<file path="src/rtl/qs_pkg.sv">
// Shared types and constants for the queue sequencing controller.
package qs_pkg;

  localparam int WORD_W = 8;

  typedef enum logic [1:0] {
    IDLE,
    ENQ,
    DEQ,
    RDWAIT
  } qs_state_t;

endpackage

</file>
<file path="src/rtl/queue_sched_if.sv">
// Deserializer, storage and status signals of the queue controller in one bundle.
interface queue_sched_if
  import qs_pkg::*;
#(
  parameter int DEPTH = 8,
  parameter int LEN_W = $clog2(DEPTH + 1)
) ();

  logic              des_valid;
  logic [WORD_W-1:0] des_word;
  logic              des_ack;
  logic              dequeue_in;
  logic              q_wr_en;
  logic [WORD_W-1:0] q_wr_data;
  logic              q_rd_en;
  logic [WORD_W-1:0] q_rd_data;
  logic              status_out;
  logic [LEN_W-1:0]  len_out;
  logic [WORD_W-1:0] data_out;
  logic              underflow;

  // The controller drives the storage, so it takes the master side.
  modport master (
    input  des_valid, des_word, dequeue_in, q_rd_data,
    output des_ack, q_wr_en, q_wr_data, q_rd_en,
    output status_out, len_out, data_out, underflow
  );

  modport slave (
    output des_valid, des_word, dequeue_in, q_rd_data,
    input  des_ack, q_wr_en, q_wr_data, q_rd_en,
    input  status_out, len_out, data_out, underflow
  );

endinterface

</file>
<file path="src/rtl/qs_edge_det.sv">
// Rising-edge detector: registers a level and emits a one-cycle pulse on 0->1.
module qs_edge_det (
  input  logic i_clk,
  input  logic i_rstN,
  input  logic i_level,
  output logic o_rise
);

  logic r_levelQ;

  always_ff @(posedge i_clk) begin
    if (!i_rstN) begin
      r_levelQ <= 1'b0;
    end else begin
      r_levelQ <= i_level;
    end
  end

  assign o_rise = i_level & ~r_levelQ;

endmodule

</file>
<file path="src/rtl/queue_sched.sv">
// Queue sequencing controller: moves deserializer words into storage, turns
// dequeue presses into single reads, and tracks occupancy.
module queue_sched
  import qs_pkg::*;
#(
  parameter  int DEPTH = 8,
  localparam int LEN_W = $clog2(DEPTH + 1)
) (
  input  logic clock_1MHz,
  input  logic rst,
  queue_sched_if.master bus
);

  localparam logic [LEN_W-1:0] FULL_LEN = LEN_W'(DEPTH);

  qs_state_t         r_state;
  qs_state_t         w_nextState;
  logic [LEN_W-1:0]  r_len;
  logic [LEN_W-1:0]  w_nextLen;
  logic              r_pend;
  logic              w_rise;
  logic              w_enqOk;
  logic              w_underflow;
  logic              w_deqStart;
  logic              r_desAck;
  logic              r_qWrEn;
  logic              r_qRdEn;
  logic              r_status;
  logic              r_underflow;
  logic [WORD_W-1:0] r_qWrData;
  logic [WORD_W-1:0] r_dataOut;

  qs_edge_det u_deqEdge (
    .i_clk   (clock_1MHz),
    .i_rstN  (rst),
    .i_level (bus.dequeue_in),
    .o_rise  (w_rise)
  );

  assign w_enqOk    = bus.des_valid && (r_len < FULL_LEN);
  assign w_deqStart = (r_state == IDLE) && (w_nextState == DEQ);

  // Enqueue wins over a pending press; the press stays pending until served.
  always_comb begin
    w_nextState = r_state;
    w_nextLen   = r_len;
    w_underflow = 1'b0;
    case (r_state)
      IDLE: begin
        if (w_enqOk) begin
          w_nextState = ENQ;
        end else if (r_pend && (r_len != '0)) begin
          w_nextState = DEQ;
        end else if (r_pend) begin
          w_underflow = 1'b1;
        end
      end
      ENQ: begin
        w_nextState = IDLE;
        w_nextLen   = r_len + LEN_W'(1);
      end
      DEQ: begin
        w_nextState = RDWAIT;
      end
      RDWAIT: begin
        w_nextState = IDLE;
        w_nextLen   = r_len - LEN_W'(1);
      end
      default: begin
        w_nextState = IDLE;
      end
    endcase
  end

  // A fresh rise re-arms pend even in the cycle it would otherwise clear.
  always_ff @(posedge clock_1MHz) begin
    if (!rst) begin
      r_state <= IDLE;
      r_len   <= '0;
      r_pend  <= 1'b0;
    end else begin
      r_state <= w_nextState;
      r_len   <= w_nextLen;
      r_pend  <= w_rise | (r_pend & ~w_deqStart & ~w_underflow);
    end
  end

  always_ff @(posedge clock_1MHz) begin
    if (!rst) begin
      r_desAck    <= 1'b0;
      r_qWrEn     <= 1'b0;
      r_qWrData   <= '0;
      r_qRdEn     <= 1'b0;
      r_status    <= 1'b0;
      r_underflow <= 1'b0;
      r_dataOut   <= '0;
    end else begin
      r_desAck    <= (w_nextState == ENQ);
      r_qWrEn     <= (w_nextState == ENQ);
      r_qRdEn     <= (w_nextState == DEQ);
      r_status    <= (w_nextState == IDLE) && (w_nextLen < FULL_LEN);
      r_underflow <= w_underflow;
      if (w_nextState == ENQ) begin
        r_qWrData <= bus.des_word;
      end
      if (r_state == RDWAIT) begin
        r_dataOut <= bus.q_rd_data;
      end
    end
  end

  assign bus.des_ack    = r_desAck;
  assign bus.q_wr_en    = r_qWrEn;
  assign bus.q_wr_data  = r_qWrData;
  assign bus.q_rd_en    = r_qRdEn;
  assign bus.status_out = r_status;
  assign bus.len_out    = r_len;
  assign bus.data_out   = r_dataOut;
  assign bus.underflow  = r_underflow;

endmodule

</file>
<file path="src/flat_wrapper.sv">
// flat-port wrapper written by rule: the top's interface ports become plain ports
module queue_sched_flat import qs_pkg::*;
#(
  parameter  int DEPTH = 8,
  localparam int LEN_W = $clog2(DEPTH + 1)
)
  (clock_1MHz, rst, bus_des_valid, bus_des_word, bus_dequeue_in, bus_q_rd_data, bus_des_ack, bus_q_wr_en, bus_q_wr_data, bus_q_rd_en, bus_status_out, bus_len_out, bus_data_out, bus_underflow);
  queue_sched_if #(.DEPTH(DEPTH)) bus_i ();
  input  logic clock_1MHz;
  input  logic rst;
  input wire logic [$bits(bus_i.des_valid)-1:0] bus_des_valid;
  input wire logic [$bits(bus_i.des_word)-1:0] bus_des_word;
  input wire logic [$bits(bus_i.dequeue_in)-1:0] bus_dequeue_in;
  input wire logic [$bits(bus_i.q_rd_data)-1:0] bus_q_rd_data;
  output wire logic [$bits(bus_i.des_ack)-1:0] bus_des_ack;
  output wire logic [$bits(bus_i.q_wr_en)-1:0] bus_q_wr_en;
  output wire logic [$bits(bus_i.q_wr_data)-1:0] bus_q_wr_data;
  output wire logic [$bits(bus_i.q_rd_en)-1:0] bus_q_rd_en;
  output wire logic [$bits(bus_i.status_out)-1:0] bus_status_out;
  output wire logic [$bits(bus_i.len_out)-1:0] bus_len_out;
  output wire logic [$bits(bus_i.data_out)-1:0] bus_data_out;
  output wire logic [$bits(bus_i.underflow)-1:0] bus_underflow;
  assign bus_i.des_valid = bus_des_valid;
  assign bus_i.des_word = bus_des_word;
  assign bus_i.dequeue_in = bus_dequeue_in;
  assign bus_i.q_rd_data = bus_q_rd_data;
  assign bus_des_ack = bus_i.des_ack;
  assign bus_q_wr_en = bus_i.q_wr_en;
  assign bus_q_wr_data = bus_i.q_wr_data;
  assign bus_q_rd_en = bus_i.q_rd_en;
  assign bus_status_out = bus_i.status_out;
  assign bus_len_out = bus_i.len_out;
  assign bus_data_out = bus_i.data_out;
  assign bus_underflow = bus_i.underflow;
  queue_sched #(.DEPTH(DEPTH)) u_core (.clock_1MHz(clock_1MHz), .rst(rst), .bus(bus_i));
endmodule
</file>
<file path="config.mk">
export PLATFORM = sky130hd
export DESIGN_NAME = queue_sched_flat
export DESIGN_NICKNAME = d
export VERILOG_FILES = /design/src/rtl/qs_pkg.sv /design/src/rtl/queue_sched_if.sv /design/src/rtl/qs_edge_det.sv /design/src/rtl/queue_sched.sv /design/src/flat_wrapper.sv
export SDC_FILE = /design/constraint.sdc
export NUM_CORES = 1
export LEC_CHECK = 0
export CAP_MARGIN = 10
export CORE_MARGIN = 1.5
export CORE_UTILIZATION = 35
export CTS_CLUSTER_DIAMETER = 200
export CTS_CLUSTER_SIZE = 8
export DETAILED_ROUTE_END_ITERATION = 12
export PLACE_DENSITY = 0.71
export SYNTH_ARGS = -nofsm -noshare
export SYNTH_HDL_FRONTEND = slang
export SYNTH_HIERARCHICAL = 1
export SYNTH_SLANG_ARGS = --single-unit
</file>
<file path="constraint.sdc">
create_clock -name clock_1MHz -period 5.1 [get_ports clock_1MHz]
set_clock_uncertainty 0.05 [all_clocks]
set_input_delay 0.51 -clock clock_1MHz [delete_from_list [all_inputs] [get_ports clock_1MHz]]
set_output_delay 0.51 -clock clock_1MHz [all_outputs]
set_load 0.02 [all_outputs]
</file>
### After elaboration in Yosys (flattened, before gate mapping)

Cells that the tools add are included.
W data, S select, Z words.

| operators by class | value |
|---|---|
| mux-type cells | 8 |
| div/mod/pow operators | 0 |
| eq/ne operators | 5 |
| shifts and indexed selects | 0 |
| multipliers | 0 |
| bitwise logic cells | 7 |
| reduce and logical (&&, ||, !) cells | 8 |
| add/sub/neg operators | 2 |
| $lt $le $gt $ge | 2 |

Operators with widths:

| operator | count |
|---|---|
| $lt A4 B4 Y1 const B | 2 |
| $pmux W4 S2 | 1 |
| $eq A2 B2 Y1 const B | 3 |
| $pmux W2 S3 | 1 |
| $add A4 B1 Y4 const B | 1 |
| $eq A2 B1 Y1 const B | 2 |
| $logic_and A1 B1 Y1 | 4 |
| $logic_not A2 Y1 | 2 |
| $mux W1 | 4 |
| $mux W2 | 2 |
| $reduce_bool A4 Y1 | 1 |
| $sub A4 B1 Y4 const B | 1 |
| $and A1 B1 Y1 | 3 |
| $not A1 Y1 | 3 |
| $reduce_or A2 Y1 | 1 |
| $or A1 B1 Y1 | 1 |

| word-level totals | value |
|---|---|
| word-level logic and storage cells | 42 |
| memories kept | 0 |
| bits in latches | 0 |
| RAM bits | 0 |
| flip-flop bits (word level) | 28 |
| memory bits (read-only) | 0 |
| output and inout port bits | 25 |
| input port bits | 20 |

### Logic depth before layout (Yosys ltp)

| depth | value |
|---|---|
| depth in word-level cells | 11 |
| mapped depth | 8 |
| depth with buffers taken out | 7 |

### Hierarchy

The synthesis kept the hierarchy.

Modules (own cells, without submodules):

| module | sequential area each (µm²) | times used | cells each | area an instance (µm²) |
|---|---|---|---|---|
| queue_sched | 540.5 | 1 | 120 | 1,041.0 |
| qs_edge_det | 20.0 | 1 | 3 | 40.0 |

### Worst setup path before layout

OpenSTA, ideal clock, no wires.

| timing | value |
|---|---|
| kind | reg-to-reg |
| start | register u_core.r_state[0] |
| end | register u_core.r_status, in the netlist u_core/bus.status_out |
| setup time | 87 ps |
| setup slack | 3,126 ps |
| data arrival time | 1,837 ps |
| data required time | 4,963 ps |
| cell stages (with the launch flop) | 9 |
| buffers on the path | 1 |
| period minus slack after synthesis | 1,974 ps |
| cells stage by stage | dfxtp_1 > buf_4 > nand2_2 > clkinv_4 > ha_1 > nand3_1 > a211o_1 > and3_4 > nor4b_2 |

| between the ends | value |
|---|---|
| cells in the longest elaborated chain, start to end | 5 |
| elaborated cells between the ends (all ways) | 12 |
| classes of those cells | order compare: 1; eq/ne: 3; mux: 4; reduce/logical: 4 |

Ends and longest elaborated chain:

| element | line | source |
|---|---|---|
| from (decl) | queue_sched.sv:16 | `qs_state_t r_state;` |
| from (signal assigned) | queue_sched.sv:82 | `r_state <= w_nextState;` |
| parallel branches: the longest is 4 deep, another holds $lt A4 B4 Y1 | -- |  |
| $logic_and A1 B1 Y1 * | queue_sched.sv:101 | `r_status <= (w_nextState == IDLE) && (w_nextLen < FULL_LEN);` |
| to (signal assigned) | queue_sched.sv:101 |  |
| to (decl) | queue_sched.sv:28 | `logic r_status;` |

Mark *: on every way between the ends.
A chain may end at the register's enable or synchronous reset.

### Worst setup path after layout

Ends and elaborated chain as after synthesis.

==> flow_summary.json <==
{
  "finalCritPeriodShare": 0.4230,
  "critPathKind": "reg -> reg",
  "synth_cells": 123,
  "clockBufferDepth": 2,
  "finalHoldViolCount": 0,
  "wl_um": 2310,
  "ys_ff_latch": 28,
  "cpMaxStageDelayCell": "dfxtp_1",
  "arrival_ns": 2.36,
  "cp_max_fo": 12,
  "worst_setup_path_start_kind": "register",
  "tightest_slew_ns": 0.6906,
  "yosysMostFrequentCell": "nand2_1",
  "fin_ws_ns": 2.943,
  "p_leak_nw": 0.5831,
  "ctsHtreeMaxLevel": 1,
  "grt_busiest_layer": "met2",
  "vias": 958,
  "worstPathRequired_ns": 5.30,
  "synth_cell_types": 29,
  "p_clk_frac": 0.256,
  "critPathMaxStageDelay_ns": 0.45,
  "synth_ff_type": "dfxtp_1",
  "place_inst": 194,
  "drv_cap": 0,
  "seq_power_share": 0.575,
  "drt_iter0_drc": 39,
  "min_path_type": "reg -> reg",
  "power.switching_uw": 102.3,
  "grt_pass1_vias": 905,
  "synth_edf_count": 0,
  "drive_above_1_share": 0.06587,
  "cp_top_family": "simple AND/OR/NAND/NOR gates",
  "yosysSeqAreaShare": 0.5185,
  "cts_tree": "yes",
  "status": "finished clean",
  "yosys_warnings": 6,
  "grt_pass1_wl_um": 3774,
  "syn_area_um2": 1081,
  "preCtsSetupSlack_ns": 2.976,
  "grtUsageMet3": 0.01758,
  "syn_to_final_growth_pct": 45.60,
  "yosys.area.top_type": "dfxtp_1",
  "io_pins": 45,
  "syn_nets": 146,
  "grt_max_degree": 25,
  "ctsHoldBuffers": 0,
  "end_kind": "register",
  "setup_viol": 0,
  "clkSinkCount": 28,
  "firstDrtPassIters": 4,
  "grtUsageMet2": 0.2472,
  "maxSlewHeadroom": 0.5391,
  "total_power_uw": 411.8,
  "cp_num_buf_inv": 1,
  "viasPerCell": 4.838,
  "ys_top_cells_by_count": "35 x nand2_1, 28 x dfxtp_1, 20 x a21oi_1, 8 x nor2_1",
  "portBuffers": 44,
  "overflow": 0,
  "ant_nets": 0,
  "die_area_um2": 3431,
  "max-vdd-ir-drop_v": 0.0001154,
  "drc": 0,
  "insertion_delay_ns": 0.32,
  "coreArea_um2": 2853,
  "crit_chain": "nand2_2 > clkinv_4 > ha_1 > nand3_1 > a211o_1 > and3_4 > nor4b_2",
  "hpwl_um": 1796,
  "grt_antenna_before_repair": 0,
  "nets": 191,
  "cts_made_buffers": 3,
  "syn_area_per_cell_um2": 8.789,
  "grtUsageMet1": 0.1660,
  "p_int_uw": 309.5,
  "root_buffer": "clkbuf_4",
  "initial_core_util": 0.3789,
  "grtUsageTotal": 0.1423,
  "yosysTopAreaCellShare": 0.5185,
  "swShare": 0.2483,
  "combPwrFrac": 0.169,
  "routedWlPerCell_um": 11.67,
  "gp_congestion": 0.8077,
  "n_fill_cell": 283,
  "cts_setup_buffers": 0,
  "period_minus_slack_ns": 2.157,
  "die_h_um": 58.58,
  "finalMaxSlewViolations": 0,
  "fin_setup_tns_ns": 0,
  "powerDensity_nw_per_um2": 261.6,
  "core.rowCount": 19,
  "num_antenna_cells": 0,
  "clkSlewWorstSetupHoldPaths_ns": 0.14,
  "cts_resized": 0,
  "finalNonFillerCells": 198,
  "synthArstFlopShare": 0,
  "chipWidth_um": 58.58,
  "synth.area.top_cells": "dfxtp_1 52%, nand2_1 12%, a21oi_1 9.3%, nor2_1 2.8%, ha_1 2.3%",
  "fmax_mhz": 463.5,
  "rsz0062_at_grt": "false"
}
cells in the final DEF, fill, tap and decap left out, types with 2 or more instances in the layout:
cell,n
inv_1,2
nor2_1,8
nand2_1,35
nand3_1,2
nor3_1,2
a21oi_1,20
clkdlybuf4s50_1,44
clkbuf_4,3
dfxtp_1,28
ha_1,2
xnor2_1,2
cells by family (layout without fill, tap and decap cells):
kind of cell,Yosys count,in the layout,share of synthesized area
flops,28,28,0.5185
fa+ha+maj,3,3,0.04166
simple gates,58,58,0.2593
buf+inv,7,51,0.03588
mux,1,1,0.009260
compound gates,24,24,0.1192
xor+xnor,2,2,0.01621
through the flow:
stage,hold slack (ns),util,cell area [um2]
finish,0.4134,0.5518,1574
global route,0.4350,0.5518,1574
CTS,0.4163,0.5518,1574
detailed placement,0.3968,0.5390,1538
global placement,0.3912,0.5390,1538
floorplan,0.3963,-,1081
final timing paths:
path,startpoint,end,slack [ns],cells past startpoint
hold / removal,u_core/bus.q_wr_data[3],u_core/bus.q_wr_data[3],0.41,2
setup reg to reg,u_core/r_state[0],u_core/bus.status_out,2.94,7
hold reg to reg,u_core/bus.q_wr_data[3],u_core/bus.q_wr_data[3],0.41,2
setup / recovery,u_core/r_state[0],u_core/bus.status_out,2.94,7
layer usage:
| metal | vias to the layer above | routed length [um] |
|---|---|---|
| met5 | - | 0 |
| met4 | 0 | 49 |
| met3 | 4 | 118 |
| met2 | 30 | 1211 |
| met1 | 427 | 930 |
| li1 | 497 | - |
area by class of cell:
type                    instances  area, um2  area share
inverters                       3      16.27     0.01033
multi-input cells              88      481.7      0.3060
clock buffers                   4      36.28     0.02305
flip-flops and latches         28      560.5      0.3561
repair buffers                 44      440.4      0.2798
well taps                      31      38.79     0.02464
worst reg2reg max path, stage by stage (launching register included):
cell	delay, ns
dfxtp_1	0.45
nand2_2	0.24
clkinv_4	0.14
ha_1	0.35
nand3_1	0.13
a211o_1	0.30
and3_4	0.18
nor4b_2	0.24
power groups by stage:
stage                     sequential, mW  clock (mW)  combinational, mW
after floorplan                    0.249           0             0.0264
after global placement             0.241           0             0.0692
after detailed placement           0.242           0             0.0698
after CTS                          0.237       0.113             0.0701
after global routing               0.238       0.122             0.0751
final                              0.237       0.106             0.0695
registers in the layout, summed over array words and instances, names as in the netlist:
| register | count |
|---|---|
| u_core/bus.status_out | 1 |
| u_core/bus.len_out | 4 |
| u_core/bus.q_wr_data | 8 |
| u_core/r_state | 2 |
| u_core/u_deqEdge/r_levelQ | 1 |
| u_core/bus.q_wr_en | 1 |
| u_core/bus.q_rd_en | 1 |
| u_core/r_pend | 1 |
| u_core/bus.data_out | 8 |
| u_core/bus.underflow | 1 |
Note: power is estimated with default switching activity, not from simulation.
